$ cat src/rtl/trace_run_sequencer.sv
// trace_run_sequencer
// Turns each new value from the upstream select counter into a burst of
// crypto-core runs. Every run gets a start pulse, a scope trigger window
// and a bounded wait for the core's done pulse. Per-value completion is
// pulsed on sel_done. Sweep completion (all_done) and core timeouts
// (timeout_err) are sticky until reset.
module trace_run_sequencer #(
    parameter int SETTLE_CYCLES  = 16,
    parameter int RUNS_PER_SEL   = 8,
    parameter int GAP_CYCLES     = 1000,
    parameter int TIMEOUT_CYCLES = 4096,
    parameter int SEL_MAX        = 9
) (
    input  logic       clk,
    input  logic       reset,
    input  logic [3:0] select,
    input  logic       core_done,
    output logic       core_start,
    output logic [3:0] core_sel,
    output logic       trigger,
    output logic [7:0] run_idx,
    output logic       sel_done,
    output logic       all_done,
    output logic       timeout_err
);

    // Each counter is only as wide as its terminal value needs. Every counter
    // stops at an explicit terminal compare, so none of them can wrap.
    localparam int SW = (SETTLE_CYCLES  > 1) ? $clog2(SETTLE_CYCLES)  : 1;
    localparam int GW = (GAP_CYCLES     > 1) ? $clog2(GAP_CYCLES)     : 1;
    localparam int TW = (TIMEOUT_CYCLES > 2) ? $clog2(TIMEOUT_CYCLES) : 1;

    localparam logic [SW-1:0] SETTLE_LAST = SW'(SETTLE_CYCLES - 1);
    localparam logic [GW-1:0] GAP_LAST    = GW'(GAP_CYCLES - 1);
    // The START cycle is the first cycle of the trigger window. Firing on
    // wait-count TIMEOUT_CYCLES-2 makes the window TIMEOUT_CYCLES long in total.
    localparam logic [TW-1:0] TO_LAST     = TW'(TIMEOUT_CYCLES - 2);
    localparam logic [7:0]    RUN_LAST    = 8'(RUNS_PER_SEL - 1);
    localparam logic [3:0]    SEL_TOP     = 4'(SEL_MAX);

    typedef enum logic [2:0] {
        IDLE,
        SETTLE,
        START,
        WAIT_DONE,
        GAP,
        HOLD
    } state_t;

    state_t          state_reg;
    logic [3:0]      sel_q;
    logic [3:0]      active_sel;
    logic [SW-1:0]   settle_cnt;
    logic [GW-1:0]   gap_cnt;
    logic [TW-1:0]   to_cnt;
    logic            change;
    logic            run_end;

    // A new in-range value differing from the one being served. Out-of-range
    // selects never produce an event, so the FSM simply stays where it is.
    assign change  = (sel_q != active_sel) && (sel_q <= SEL_TOP);
    // A run ends either on the core's done pulse or on expiry of the wait.
    assign run_end = core_done || (to_cnt == TO_LAST);

    // Input register, sequencing FSM and all registered outputs.
    always_ff @(posedge clk) begin
        if (reset) begin
            state_reg   <= IDLE;
            sel_q       <= 4'd0;
            active_sel  <= 4'hF;
            settle_cnt  <= '0;
            gap_cnt     <= '0;
            to_cnt      <= '0;
            core_start  <= 1'b0;
            core_sel    <= 4'd0;
            trigger     <= 1'b0;
            run_idx     <= 8'd0;
            sel_done    <= 1'b0;
            all_done    <= 1'b0;
            timeout_err <= 1'b0;
        end else begin
            sel_q      <= select;
            core_start <= 1'b0;
            sel_done   <= 1'b0;
            case (state_reg)
                IDLE, HOLD: begin
                    if (change) begin
                        state_reg  <= SETTLE;
                        active_sel <= sel_q;
                        core_sel   <= sel_q;
                        run_idx    <= 8'd0;
                        settle_cnt <= '0;
                    end
                end
                SETTLE: begin
                    if (change) begin
                        // A newer value restarts the settle period from scratch.
                        active_sel <= sel_q;
                        core_sel   <= sel_q;
                        run_idx    <= 8'd0;
                        settle_cnt <= '0;
                    end else if (settle_cnt == SETTLE_LAST) begin
                        state_reg  <= START;
                        core_start <= 1'b1;
                        trigger    <= 1'b1;
                    end else begin
                        settle_cnt <= settle_cnt + 1'b1;
                    end
                end
                START: begin
                    state_reg <= WAIT_DONE;
                    to_cnt    <= '0;
                end
                WAIT_DONE: begin
                    if (run_end) begin
                        trigger <= 1'b0;
                        if (!core_done) begin
                            timeout_err <= 1'b1;
                        end
                        if (run_idx == RUN_LAST) begin
                            // All runs are done. HOLD picks up any pending change.
                            sel_done  <= 1'b1;
                            state_reg <= HOLD;
                            if (active_sel == SEL_TOP) begin
                                all_done <= 1'b1;
                            end
                        end else if (change) begin
                            // A new value arrived during this run. Drop the remaining runs.
                            state_reg  <= SETTLE;
                            active_sel <= sel_q;
                            core_sel   <= sel_q;
                            run_idx    <= 8'd0;
                            settle_cnt <= '0;
                        end else begin
                            state_reg <= GAP;
                            run_idx   <= run_idx + 8'd1;
                            gap_cnt   <= '0;
                        end
                    end else begin
                        to_cnt <= to_cnt + 1'b1;
                    end
                end
                GAP: begin
                    if (change) begin
                        state_reg  <= SETTLE;
                        active_sel <= sel_q;
                        core_sel   <= sel_q;
                        run_idx    <= 8'd0;
                        settle_cnt <= '0;
                    end else if (gap_cnt == GAP_LAST) begin
                        state_reg  <= START;
                        core_start <= 1'b1;
                        trigger    <= 1'b1;
                    end else begin
                        gap_cnt <= gap_cnt + 1'b1;
                    end
                end
                default: begin
                    state_reg <= IDLE;
                end
            endcase
        end
    end

endmodule

$ cat config.mk
export PLATFORM = sky130hd
export DESIGN_NAME = trace_run_sequencer
export DESIGN_NICKNAME = d
export VERILOG_FILES = /design/src/rtl/trace_run_sequencer.sv
export SDC_FILE = /design/constraint.sdc
export NUM_CORES = 1
export LEC_CHECK = 0
export CAP_MARGIN = 15
export CORE_MARGIN = 2
export CORE_UTILIZATION = 50
export DETAILED_ROUTE_END_ITERATION = 16
export PLACE_DENSITY = 0.69
export SYNTH_ARGS = -nofsm -noshare
export SYNTH_HDL_FRONTEND = slang
export SYNTH_SLANG_ARGS = --single-unit
$ cat constraint.sdc
create_clock -name clk -period 3.6 [get_ports clk]
set_input_delay 0.72 -clock clk [delete_from_list [all_inputs] [get_ports clk]]
set_output_delay 0.72 -clock clk [all_outputs]
set_load 0.005 [all_outputs]
==> results by group <==
Global route
  • All-Layer GR Usage: 0.1945
  • Gr ovfl total: 0
  • Vias in the first global route: 2,104
  • Global-route wire length before repair: 9.356 mm
  • Largest net degree at the start of global routing: 38
  • Initial antenna violation count: 0

Timing
  • Final hold vios: 0
  • Min Clock Period, post-route: about 2600 ps
  • Clk_skew: roughly 10 ps
  • Measured slew at the worst slew-check pin: around 740 ps
  • Final worst path period share: 0.7196
  • Slew margin rel.: 0.5070
  • Setup violators final: 0
  • Sum Neg Setup Slack: 0 ps
  • RSZ-0062 raised after global routing: no
  • Slew Viols, Final: 0
  • Fmax: 0.3860 GHz

Setup path
  • Worst Setup End Kind: flop
  • Crit-path max FO: 13
  • Critical path class: reg2reg
  • Critical Path RT: 3840 ps
  • Start of the worst register-to-register path: to_cnt[0]
  • Reg2reg path depth: 9
  • Critical Path AT: about 2800 ps
  • Setup slack, reg-to-reg: roughly 1000 ps
  • Critical path startpoint category: flop
  • Reg2reg end: run_idx[4]

Synthesis
  • Cell area after synthesis: ~2600 um2
  • Yosys reg bits: 54
  • Synth Flop Type: dfxtp_1
  • Yosys top cell by area: dfxtp_1
  • Post-synthesis sequential area ratio: 0.4140
  • Mapped Avg Cell Area: around 8.1 um2
  • Post-synth EDFFs: 0
  • Largest cells by area after synthesis: dfxtp_1, a21oi_1, nor2_1
  • YS warnings: 0
  • Total nets after synthesis: around 330
  • Synth top area share: 0.4140
  • Cell with the most instances after synthesis: dfxtp_1
  • Synth cell types: 46
  • Syn Inst Count: about 320
  • Synth cell count leaders: dfxtp_1, nor2_1, nand2_1
  • Asr flop ratio synth: 0

Detailed routing
  • Wire per inst: roughly 13 um
  • DRT antenna net count: 0
  • WL final: about 5.3 mm
  • Vias after detailed routing: between 2,000 and 2,500
  • Via density: 5.499
  • Drt initial violations: 110
  • TritonRoute pass-1 iters: 4
  • # DRC: 0

Place
  • GPL Wtd Cong: 0.8023
  • Port Buffers: 23
  • Post-DP Area: 2894 um2
  • Hpwl dp: 3.785 mm

Power and ir drop
  • Peak VDD IR: 0.2537 mV
  • Static Leak: just under 0.001 uW
  • Pwr Density: ~380 nW/um2

Clock tree
  • Clock tree root driver cell: clkbuf_8
  • Number of clock sinks: 54
  • Worst-path clk slew: approximately 100 ps
  • Cts bufs inserted: 5
  • Cts hold-fix bufs: 0
  • PostCTS Resize Cnt: 0
  • Bufs on Longest Clock Path: 2
  • Worst-Skew Late Latency: 310 ps
  • CTS tree: done
  • Max H-tree Level: 2
  • Post-CTS Setup Bufs: 0

Worst hold path
  • Hold Path End: core_sel[1]
  • HP Class: reg2reg
  • Hold path start: core_sel[1]
  • Worst hold stages: 2

Floorplan
  • Overall die width: around 76 um
  • Die Ht: between 70 and 80 um
  • I/O pins: 24
  • CORE AREA: ~5100 um2
  • Die area: ~5800 um2
  • Initial core utilization: 0.5145
  • Rows: 26

Finish
  • Share of layout cells above drive strength 1: 0.04082
  • Layout Area Growth over Synthesis: 14.90%
  • Post-route cell area: 3000 um2
  • Reg with most FFs: to_cnt
  • FILL cells: 512
  • Antenna cells: 0
  • Register area: between 1000 and 1500 um2
  • Largest register FFs: 12
  • Top flop regs: to_cnt: 12 flops, gap_cnt: 10 flops, run_idx: 8 flops
  • Final net count: ~350
  • Multi-input gate area: between 1000 and 1500 um2

Flow run
  • Max-cap viol count: 0

Status
  • Outcome: complete, no violations
worst max path at each step:
stage | slack [ps] | startpoint | end | cells past startpoint
2_1_floorplan | 1420 | to_cnt[0] | run_idx[3] | 9
3_3_place_gp | 810 | core_done | run_idx[3] | 7
3_5_place_dp | 790 | core_done | run_idx[5] | 7
4_1_cts | 990 | active_sel[2] | run_idx[0] | 6
5_1_grt | 730 | active_sel[2] | run_idx[0] | 6
6_report | 1010 | to_cnt[0] | run_idx[4] | 9
worst max-delay path, cell delays in order (launching register included):
cell and delay (ps):
dfxtp_1 370, inv_1 70, ha_1 130, nand4_1 110, nor3_2 430, nor2_1 100
buf_4 190, or4b_1 620, or3_1 390, o211ai_1 90
layout by cell type (no fill, tap or decap), types with 2 or more instances in the layout:
cell type	n
dfxtp_1	54
nor2_1	34
nand2_1	29
a21oi_1	27
clkdlybuf4s50_1	23
inv_1	16
nand3_1	16
nor3_1	13
or3_1	11
xnor2_1	11
o21ai_0	9
nand4_1	8
nand2b_1	8
xor2_1	7
nor4_1	7
nor2b_1	6
o22ai_1	5
o211ai_1	5
ha_1	5
clkbuf_8	5
or4_1	4
mux2i_1	4
or2_2	3
and2_1	3
nand3b_1	2
o32ai_1	2
o21bai_1	2
a41oi_1	2
clkbuf_1	2
buf_4	2
kinds of logic (layout without fill, tap and decap cells):
family	after synthesis	count (layout)	synth area share
AND/OR/NAND/NOR	152	152	0.3004
XOR/XNOR	18	18	0.06037
multiplexers	4	4	0.01533
buffers and inverters	28	49	0.04217
adder cells (fa/ha/maj)	5	5	0.02396
AO/OA/AOI/OAI	61	61	0.1438
flip-flops	54	54	0.4140
power breakdown:
| part | internal [uW] | total [uW] | switching (uW) | leakage [uW] |
|---|---|---|---|---|
| clock network | 208 | 402 | 194 | 0.0000524 |
| logic | 44.8 | 114 | 69.2 | 0.000497 |
| registers | 612 | 630 | 17.9 | 0.000438 |
metrics by stage:
| stage | worst slack [ps] | total power, uW | util | hold slack, ps | std cells |
|---|---|---|---|---|---|
| after detailed placement | 789.3 | 756.8 | 0.5703 | 450.1 | 405 |
| after global routing | 725.4 | 1195 | 0.5912 | 488.8 | 413 |
| after CTS | 992.1 | 1156 | 0.5912 | 463.3 | 413 |
| after floorplan | 1420 | 723.4 | - | 447.3 | 322 |
| final | 1009 | 1146 | 0.5912 | 458.9 | 413 |
| after global placement | 805.3 | 755.6 | 0.5703 | 444.4 | 405 |
routing by layer:
| metal | up-vias | track usage | part of all wire |
|---|---|---|---|
| li1 | 1178 | - | - |
| met4 | 0 | 0.08000 | 0.018 |
| met1 | 1044 | 0.2547 | 0.50 |
| met5 | - | 0 | 0 |
| met3 | 9 | 0.03910 | 0.039 |
| met2 | 40 | 0.3142 | 0.45 |
final cells by class:
cell class,instances,share of cell area
repair buffers,25,0.08173
inverters,16,0.02002
flip-flops and latches,54,0.3603
well taps,70,0.02919
clock buffers,7,0.02544
clock inverters,1,0.01001
multi-input cells,240,0.4733
(Power assumes the default switching activity.)
